===== src/rtl/rob_pkg.sv =====
// Shared constants and types for the ROB completion-writeback path.
package rob_pkg;

  localparam int unsigned ROB_DEPTH    = 128;
  localparam int unsigned ROB_IDX_W    = 7;
  localparam int unsigned ROB_WB_PORTS = 4;
  localparam int unsigned STALL_CNT_W  = 16;

  // One buffered completion report from a functional unit.
  typedef struct packed {
    logic [ROB_IDX_W-1:0] idx;
    logic                 exc;
  } wb_entry_t;

endpackage


===== src/rtl/rob_wb_rr_select.sv =====
// Combinational round-robin pick of up to NUM_PORTS eligible units, with at
// most one exception-carrying unit selected per cycle.
module rob_wb_rr_select #(
  parameter int unsigned NUM_FU    = 8,
  parameter int unsigned NUM_PORTS = 4,
  parameter int unsigned PTR_W     = (NUM_FU > 1) ? $clog2(NUM_FU) : 1
) (
  input  logic [NUM_FU-1:0]                eligible,
  input  logic [NUM_FU-1:0]                exc_mask,
  input  logic [PTR_W-1:0]                 rr_ptr,
  output logic [NUM_FU-1:0]                grant,
  output logic [NUM_PORTS-1:0]             port_valid,
  output logic [NUM_PORTS-1:0][PTR_W-1:0]  port_unit,
  output logic [PTR_W-1:0]                 next_ptr
);

  localparam int unsigned CNT_W  = $clog2(NUM_PORTS + 1);
  localparam int unsigned PIDX_W = (NUM_PORTS > 1) ? $clog2(NUM_PORTS) : 1;
  localparam logic [PTR_W:0]   FU_LIMIT   = (PTR_W + 1)'(NUM_FU);
  localparam logic [CNT_W-1:0] PORT_LIMIT = CNT_W'(NUM_PORTS);

  logic [PTR_W:0]   cand;
  logic [PTR_W:0]   nxt;
  logic [CNT_W-1:0] used;
  logic             exc_used;

  // Walk units from rr_ptr with wrap; a second exception unit is skipped
  // rather than ending the scan, so later clean units can still be granted.
  always_comb begin
    grant      = '0;
    port_valid = '0;
    port_unit  = '0;
    next_ptr   = rr_ptr;
    used       = '0;
    exc_used   = 1'b0;
    cand       = '0;
    nxt        = '0;
    for (int unsigned k = 0; k < NUM_FU; k++) begin
      cand = {1'b0, rr_ptr} + (PTR_W + 1)'(k);
      if (cand >= FU_LIMIT) cand = cand - FU_LIMIT;
      if (eligible[cand[PTR_W-1:0]] && (used < PORT_LIMIT) &&
          !(exc_mask[cand[PTR_W-1:0]] && exc_used)) begin
        grant[cand[PTR_W-1:0]]        = 1'b1;
        port_valid[used[PIDX_W-1:0]]  = 1'b1;
        port_unit[used[PIDX_W-1:0]]   = cand[PTR_W-1:0];
        used                          = used + 1'b1;
        if (exc_mask[cand[PTR_W-1:0]]) exc_used = 1'b1;
        nxt = cand + 1'b1;
        if (nxt >= FU_LIMIT) nxt = nxt - FU_LIMIT;
        next_ptr = nxt[PTR_W-1:0];
      end
    end
  end

endmodule


===== src/rtl/rob_wb_arbiter.sv =====
// Completion-writeback arbiter: per-unit holding registers feeding the ROB's
// executed-marking ports and exception port through a round-robin selector.
module rob_wb_arbiter
  import rob_pkg::*;
#(
  parameter int unsigned NUM_FU    = 8,
  parameter int unsigned NUM_PORTS = ROB_WB_PORTS,
  parameter int unsigned IDX_W     = ROB_IDX_W
) (
  input  logic                             clk,
  input  logic                             reset,
  input  logic [NUM_FU-1:0]                fu_valid,
  input  logic [NUM_FU-1:0][IDX_W-1:0]     fu_idx,
  input  logic [NUM_FU-1:0]                fu_exc,
  output logic [NUM_FU-1:0]                fu_ready,
  input  logic                             flush,
  output logic [NUM_PORTS-1:0]             executed,
  output logic [NUM_PORTS-1:0][IDX_W-1:0]  executed_idx,
  output logic                             exception,
  output logic [IDX_W-1:0]                 exception_idx,
  output logic [STALL_CNT_W-1:0]           stall_cnt
);

  localparam int unsigned PTR_W = (NUM_FU > 1) ? $clog2(NUM_FU) : 1;

  logic [NUM_FU-1:0]               hv_q, hv_d;
  wb_entry_t [NUM_FU-1:0]          hold_q, hold_d;
  logic [PTR_W-1:0]                rr_ptr_q, rr_ptr_d;
  logic [NUM_PORTS-1:0]            executed_q, executed_d;
  logic [NUM_PORTS-1:0][IDX_W-1:0] executed_idx_q, executed_idx_d;
  logic                            exception_q, exception_d;
  logic [IDX_W-1:0]                exception_idx_q, exception_idx_d;
  logic [STALL_CNT_W-1:0]          stall_cnt_q, stall_cnt_d;

  logic [NUM_FU-1:0]               exc_mask;
  logic [NUM_FU-1:0]               grant;
  logic [NUM_PORTS-1:0]            port_valid;
  logic [NUM_PORTS-1:0][PTR_W-1:0] port_unit;
  logic [PTR_W-1:0]                next_ptr;
  logic                            stall;

  // Expose the buffered exception flags to the selector.
  always_comb begin
    exc_mask = '0;
    for (int unsigned i = 0; i < NUM_FU; i++) exc_mask[i] = hold_q[i].exc;
  end

  rob_wb_rr_select #(
    .NUM_FU    (NUM_FU),
    .NUM_PORTS (NUM_PORTS),
    .PTR_W     (PTR_W)
  ) u_select (
    .eligible   (hv_q),
    .exc_mask   (exc_mask),
    .rr_ptr     (rr_ptr_q),
    .grant      (grant),
    .port_valid (port_valid),
    .port_unit  (port_unit),
    .next_ptr   (next_ptr)
  );

  // A slot can accept when empty or when it is being drained this cycle.
  always_comb begin
    fu_ready = {NUM_FU{reset & ~flush}} & (~hv_q | grant);
  end

  // Holding registers and round-robin pointer; flush drops everything buffered.
  always_comb begin
    hv_d     = hv_q;
    hold_d   = hold_q;
    rr_ptr_d = flush ? rr_ptr_q : next_ptr;
    for (int unsigned i = 0; i < NUM_FU; i++) begin
      if (grant[i]) hv_d[i] = 1'b0;
      if (fu_valid[i] && fu_ready[i]) begin
        hv_d[i]       = 1'b1;
        hold_d[i].idx = ROB_IDX_W'(fu_idx[i]);
        hold_d[i].exc = fu_exc[i];
      end
    end
    if (flush) hv_d = '0;
  end

  // Registered ROB-facing outputs; the exception grant also marks executed.
  always_comb begin
    executed_d      = port_valid;
    executed_idx_d  = '0;
    exception_d     = 1'b0;
    exception_idx_d = '0;
    for (int unsigned p = 0; p < NUM_PORTS; p++) begin
      if (port_valid[p]) begin
        executed_idx_d[p] = IDX_W'(hold_q[port_unit[p]].idx);
        if (hold_q[port_unit[p]].exc) begin
          exception_d     = 1'b1;
          exception_idx_d = IDX_W'(hold_q[port_unit[p]].idx);
        end
      end
    end
    if (flush) begin
      executed_d      = '0;
      executed_idx_d  = '0;
      exception_d     = 1'b0;
      exception_idx_d = '0;
    end
  end

  // Grants are a subset of eligible units, so any eligible-but-ungranted unit
  // means bandwidth fell short this cycle.
  always_comb begin
    stall       = |(hv_q & ~grant);
    stall_cnt_d = stall_cnt_q;
    if (stall && (stall_cnt_q != '1)) stall_cnt_d = stall_cnt_q + 1'b1;
  end

  // State register with synchronous active-low reset.
  always_ff @(posedge clk) begin
    if (!reset) begin
      hv_q            <= '0;
      hold_q          <= '0;
      rr_ptr_q        <= '0;
      executed_q      <= '0;
      executed_idx_q  <= '0;
      exception_q     <= 1'b0;
      exception_idx_q <= '0;
      stall_cnt_q     <= '0;
    end else begin
      hv_q            <= hv_d;
      hold_q          <= hold_d;
      rr_ptr_q        <= rr_ptr_d;
      executed_q      <= executed_d;
      executed_idx_q  <= executed_idx_d;
      exception_q     <= exception_d;
      exception_idx_q <= exception_idx_d;
      stall_cnt_q     <= stall_cnt_d;
    end
  end

  assign executed      = executed_q;
  assign executed_idx  = executed_idx_q;
  assign exception     = exception_q;
  assign exception_idx = exception_idx_q;
  assign stall_cnt     = stall_cnt_q;

endmodule


===== config.mk =====
export PLATFORM = sky130hd
export DESIGN_NAME = rob_wb_arbiter
export DESIGN_NICKNAME = d
export VERILOG_FILES = /design/src/rtl/rob_pkg.sv /design/src/rtl/rob_wb_rr_select.sv /design/src/rtl/rob_wb_arbiter.sv
export SDC_FILE = /design/constraint.sdc
export NUM_CORES = 1
export LEC_CHECK = 0
export BUFFER_PORTS_ARGS = -buffer_cell sky130_fd_sc_hd__buf_4
export CAP_MARGIN = 40
export CORE_MARGIN = 5
export CORE_UTILIZATION = 25
export CTS_CLUSTER_DIAMETER = 150
export DETAILED_ROUTE_END_ITERATION = 16
export PLACE_DENSITY_LB_ADDON = 0.2
export SYNTH_ARGS = -nofsm -noshare
export SYNTH_HDL_FRONTEND = slang
export SYNTH_HIERARCHICAL = 1
export SYNTH_SLANG_ARGS = --single-unit

===== constraint.sdc =====
create_clock -name clk -period 10.2 [get_ports clk]
set_input_delay 1.02 -clock clk [delete_from_list [all_inputs] [get_ports clk]]
set_output_delay 1.02 -clock clk [all_outputs]
set_load 0.02 [all_outputs]

# Word-level counts from Yosys, hierarchy flattened
# Index checks and enable logic that the tools add are counted.
[totals]
wordCells = 415
input_bits = 75
out_inout_bits = 64
ff_bits = 131
[op_classes]
n_lt_le_gt_ge = 57
reduce_logical = 68
mux = 192
n_addsub = 38
bitwise_logic = 26
n_eq_ne = 1
[ops]
columns = ["op", "n"]
rows = [
  ["$bmux 8 s3", 4],
  ["$mux 8", 12],
  ["$mux 3", 30],
  ["$bwmux 12", 7],
  ["$mux 12", 7],
  ["$mux 1", 71],
  ["$or 8x8->8", 8],
  ["$ge 4x4->1 const B", 15],
  ["$mux 4", 15],
  ["$mux 7", 8],
  ["$bmux 1 s3", 16],
  ["$lt 3x4->1 const B", 12],
  ["$logic_and 1x1->1", 45],
  ["$demux 3 s2", 7],
  ["$add 4x1->4 const B", 8],
  ["$sub 4x4->4 const B", 7],
  ["$demux 1 s3", 8],
  ["$ge 3x1->1 const B", 8],
  ["$or 4x4->4", 6],
  ["$sub 3x1->3 const B", 8],
  ["$lt 2x3->1 const B", 6],
  ["$lt 3x3->1 const B", 6],
  ["$add 16x1->16 const B", 1],
  ["$add 3x3->4 const B", 4],
  ["other kinds (23)", 63],
]

# Longest topological paths before layout
[logic_depth]
word_depth = 46
mapped_depth = 39
mapped_depth_nobuf = 30

# Cells and area by module
# The synthesis kept the hierarchy.
[modules_own_cells]
columns = ["module", "instances", "area_each_um2", "cells_per_inst", "seq_area_each_um2"]
rows = [
  ["rob_wb_arbiter", 1, 6726.5, 668, 2622.5],
  ["rob_wb_rr_select", 1, 3241.9, 434, 0.0],
]

# Least setup slack after synthesis
# No wires, ideal clock.
[synth_path]
path_kind = "reg2reg"
from = "register rr_ptr_q[1]"
to = "register exception_idx_q[5] (netlist: exception_idx[5])"
arrival_ps = 9267
setup_ps = 93
slack_ps = 840
t_required_ps = 10107
path_stages_with_launch = 36
path_buffers = 9
period_less_slack_ps = 9360
path_cell_list = "dfxtp_1 -> buf_1 -> clkbuf_1 -> inv_1 -> ha_1 -> clkbuf_1 -> mux4_2 -> mux2_2 -> o21ai_0 -> and2_1 -> clkbuf_1 -> ha_1 -> nand3_1 -> nor2_1 -> inv_2 -> and2_1 -> buf_2 -> clkbuf_1 -> xnor2_1 -> ha_1 -> or4b_1 -> a211oi_2 -> or4_4 -> buf_6 -> mux2_4 -> ha_1 -> a2111oi_4 -> clkbuf_1 -> o21ai_1 -> a22oi_1 -> buf_6 -> mux4_2 -> mux2_4 -> a21oi_4 -> a21bo_1 -> o32ai_1"
[synth_lines]
columns = ["item", "line", "source"]
rows = [
  ["start, declared", "rob_wb_arbiter.sv:28", "logic [PTR_W-1:0] rr_ptr_q, rr_ptr_d;"],
  ["start signal, assigned", "rob_wb_arbiter.sv:128", "rr_ptr_q <= rr_ptr_d;"],
  ["end signal, assigned", "rob_wb_arbiter.sv:132", "exception_idx_q <= exception_idx_d;"],
  ["end, declared", "rob_wb_arbiter.sv:32", "logic [IDX_W-1:0] exception_idx_q, exception_idx_d;"],
]

# Worst setup path in the final report
[layout_path]
from = "register rr_ptr_q[0]"
to = "output fu_ready[0]"
[layout_between]
elab_chain_cells = 36
elab_cells_between_ends = 182
classes_between = "21 x add/sub; 31 x order compare; 85 x mux; 9 x bitwise; 36 x reduce/logical"
[layout_lines]
columns = ["item", "line", "source"]
rows = [
  ["parallel branches: the longest is 33 deep, another holds $sub 3x4->4", "--", ""],
  ["$mux 8 *", "rob_wb_rr_select.sv:41", "if (eligible[cand[PTR_W-1:0]] && (used < PORT_LIMIT) &&"],
  ["net grant[0]", "rob_wb_arbiter.sv:36", "logic [NUM_FU-1:0] grant;"],
  ["$or 8x8->8 *", "rob_wb_arbiter.sv:64", "fu_ready = {NUM_FU{reset & ~flush}} & (~hv_q | grant);"],
  ["$and 8x8->8 *", "rob_wb_arbiter.sv:64", ""],
  ["end, declared", "rob_wb_arbiter.sv:15", "output logic [NUM_FU-1:0] fu_ready,"],
]
# Mark *: on every way through the listed nets, which the timed path passes. The select of a mux whose other input is x is not followed.

==> summary.md <==
| Metric | Value |
|---|---|
| Pleak | `4.59 nW` |
| Least-Margin Pin Slew | `between 0.9 and 1 ns` |
| Ports | `~140` |
| CP dominant cell by count | `ha_1` |
| Clk sinks | `about 130` |
| Core ar. | `39500 um2` |
| DR vias/cell | `5.48` |
| Gpl congestion | `approximately 0.94` |
| Clk root buf | `clkbuf_16` |
| Max H-tree Level | `4` |
| Proportion of layout cells with a drive suffix above 1 | `0.282` |
| Finished Cell Area | `12300 um2` |
| Chip height | `210 um` |
| Asr flop ratio synth | `0` |
| RSZ-0062 raised after global routing | `false` |
| Post-CTS Setup Bufs | `0` |
| Syn Area/Cell | `9.05 um2` |
| PD cells | `346 nW/um2` |
| Number of max-cap violations | `0` |
| Final hold violations | `0` |
| Largest net degree at the start of global routing | `65` |
| Synthesis Warnings | `6` |
| # hold bufs at CTS | `0` |
| TNS Setup | `0 ns` |
| DR iter-0 viols | `902` |
| Vias | `between 9k and 10k` |
| End-of-flow core utilization | `0.310` |
| Status | `finished clean` |
| Post-Layout Cell Count | `1770` |
| Post-cts resize count | `0` |
| CTS tree | `done` |
| Global route overflow | `0` |
| Top-area cell type share of the netlist area | `0.263` |
| Most used DFF post-synth | `dfxtp_1` |
| CP delay by family, top | `compound AO/OA/AOI/OAI gates` |
| Worst Skew | `0.0161 ns` |
| Post-DP HPWL | `31000 um` |
| Count of final max-slew check failures | `0` |
| Total Nets Final | `about 1.3k` |
| Worst Path Max Fanout | `46` |
| Clock tree buffer depth | `2` |
| Initial antenna violation count | `0` |
| Syn-to-layout area delta | `23.1%` |
| Initial Util | `0.252` |
| Post-synth top area cell | `dfxtp_1` |
| TritonRoute pass-1 iters | `7` |
| WL/cell | `roughly 23 um` |
| Post-Syn Nets | `1209` |
| Sequential area share after synthesis | `0.263` |
| Startpoint type of the worst setup path | `flop` |
| Worst path arrival time | `8.25 ns` |
| Overall die area | `44000 um2` |
| Post-synth EDFFs | `0` |
| Worst EP required | `9.18 ns` |
| Slew HR | `0.388` |
| Clock-pin slew on the worst setup and hold paths | `0.06 ns` |
| Max incr delay on CP | `0.59 ns` |
| Fmax | `108 MHz` |
| Critical path class | `flop to output pin` |
| First-pass GRT wire length | `60200 um` |
| Post-route DRC | `0` |
| Post-route ant nets | `0` |
| #FFs+latches synth | `roughly 130` |
| Final setup violation count | `0` |
| Maximum vdd drop | `221 uV` |
| Buffers on Ports | `138` |
| Die Width | `210 um` |
| Placed Instances | `~1.7k` |
| Setup crit end kind | `output pin` |
| Worst path slowest cell | `o31ai_1` |
| Inserted Diodes | `0` |
| Synth unique cells | `94` |
| Total global routing track utilization | `0.176` |
| Synthesized area | `~10000 um2` |
| Synth Instances | `1102` |
| Num rows | `73` |
| Placed inst area | `11700 um2` |
| Worst Path Buf+Inv | `6` |
| Top post-synthesis cells by count | `140 x nand2_1, 131 x dfxtp_1, 94 x a21oi_1` |
| Min cycle time layout | `just over 9 ns` |
| Clk_lat worst skew | `0.44 ns` |
| Drt total wl | `39900 um` |
| CTS Buf Count | `17` |
| Vias in the first global route | `9431` |
| Fin crit share | `0.909` |
| Min-delay worst type | `flop to flop` |
| Synth area leaders | `dfxtp_1 26%, mux4_2 18%, nand2_1 5.3%` |
| Most common cell in the netlist | `nand2_1` |
## per-layer routing
layer / track usage / part of all wire / routed length [um] / up-vias
met4: 0.0475 / 0.022 / 889 / 0
met5: 0 / 0 / 0 / -
li1: - / - / - / 4458
met3: 0.0502 / 0.083 / 3310 / 48
met1: 0.251 / 0.46 / 18500 / 4763
met2: 0.263 / 0.43 / 17200 / 432
## cell usage in the layout, fill, tap and decap left out, types with 11 or more instances in the layout
cell type / n
a21oi_1: 94
and3_1: 17
buf_4: 181
clkbuf_16: 17
dfxtp_1: 130
ha_1: 31
inv_1: 33
mux2_2: 14
mux2i_1: 44
mux4_2: 78
nand2_1: 140
nand3_1: 86
nor2_1: 80
o21ai_0: 37
o31ai_1: 11
o32ai_1: 13
## logic make-up (layout without fill, tap and decap cells)
logic type	after synthesis	after routing	synth area share
simple gates	403	403	0.194
compound gates	266	266	0.182
mux	147	147	0.257
flops	131	131	0.263
buf+inv	112	255	0.0512
fa+ha+maj	32	32	0.0409
xor+xnor	11	11	0.0118
## area by class of cell
type                    count  area [um2]
clock inverters            14         138
inverters                  39         146
well taps                 525         657
fillers                  4212       27300
repair buffers            184        1400
multi-input cells         859        6870
flip-flops and latches    131        2620
clock buffers              18         439
## per-stage QoR
stage	setup slack (ns)	hold WS, ns	power, mW
detailed placement	1.20	0.501	3.63
global placement	1.25	0.487	3.64
floorplan	0.840	0.461	2.83
CTS	0.943	0.513	4.25
finish	0.927	0.516	4.25
global route	0.204	0.531	4.52
## path summary, 6_finish.rpt
path              depth (start not counted)                startpoint                     endpoint  slack (ns)
hold / removal                            2   hold_q[34]$_SDFFE_PN0P_      hold_q[34]$_SDFFE_PN0P_        0.52
setup / recovery                         28  rr_ptr_q[0]$_SDFFE_PN0N_                  fu_ready[0]        0.93
hold reg to reg                           2   hold_q[34]$_SDFFE_PN0P_      hold_q[34]$_SDFFE_PN0P_        0.52
setup reg to reg                         30  rr_ptr_q[0]$_SDFFE_PN0N_  exception_idx[0]$_SDFF_PP0_        1.13
## state kept, by name, summed over array words and instances (netlist names)
signal	count
stall_cnt	16
exception	1
executed_idx	28
exception_idx	7
executed	4
hold_q	56
hv_q	8
exc_mask	8
rr_ptr_q	3
## worst min-delay path, cell delays in order, from the launching register on
cell and delay [ns]:
dfxtp_1 0.34, nand2_1 0.07, a21oi_1 0.06
## report_power, final
part	internal (mW)	switching, mW
registers	0.547	0.0379
clock network	0.330	0.273
logic	1.23	1.83
total	2.11	2.14
Power figures use the tool's default switching activity.
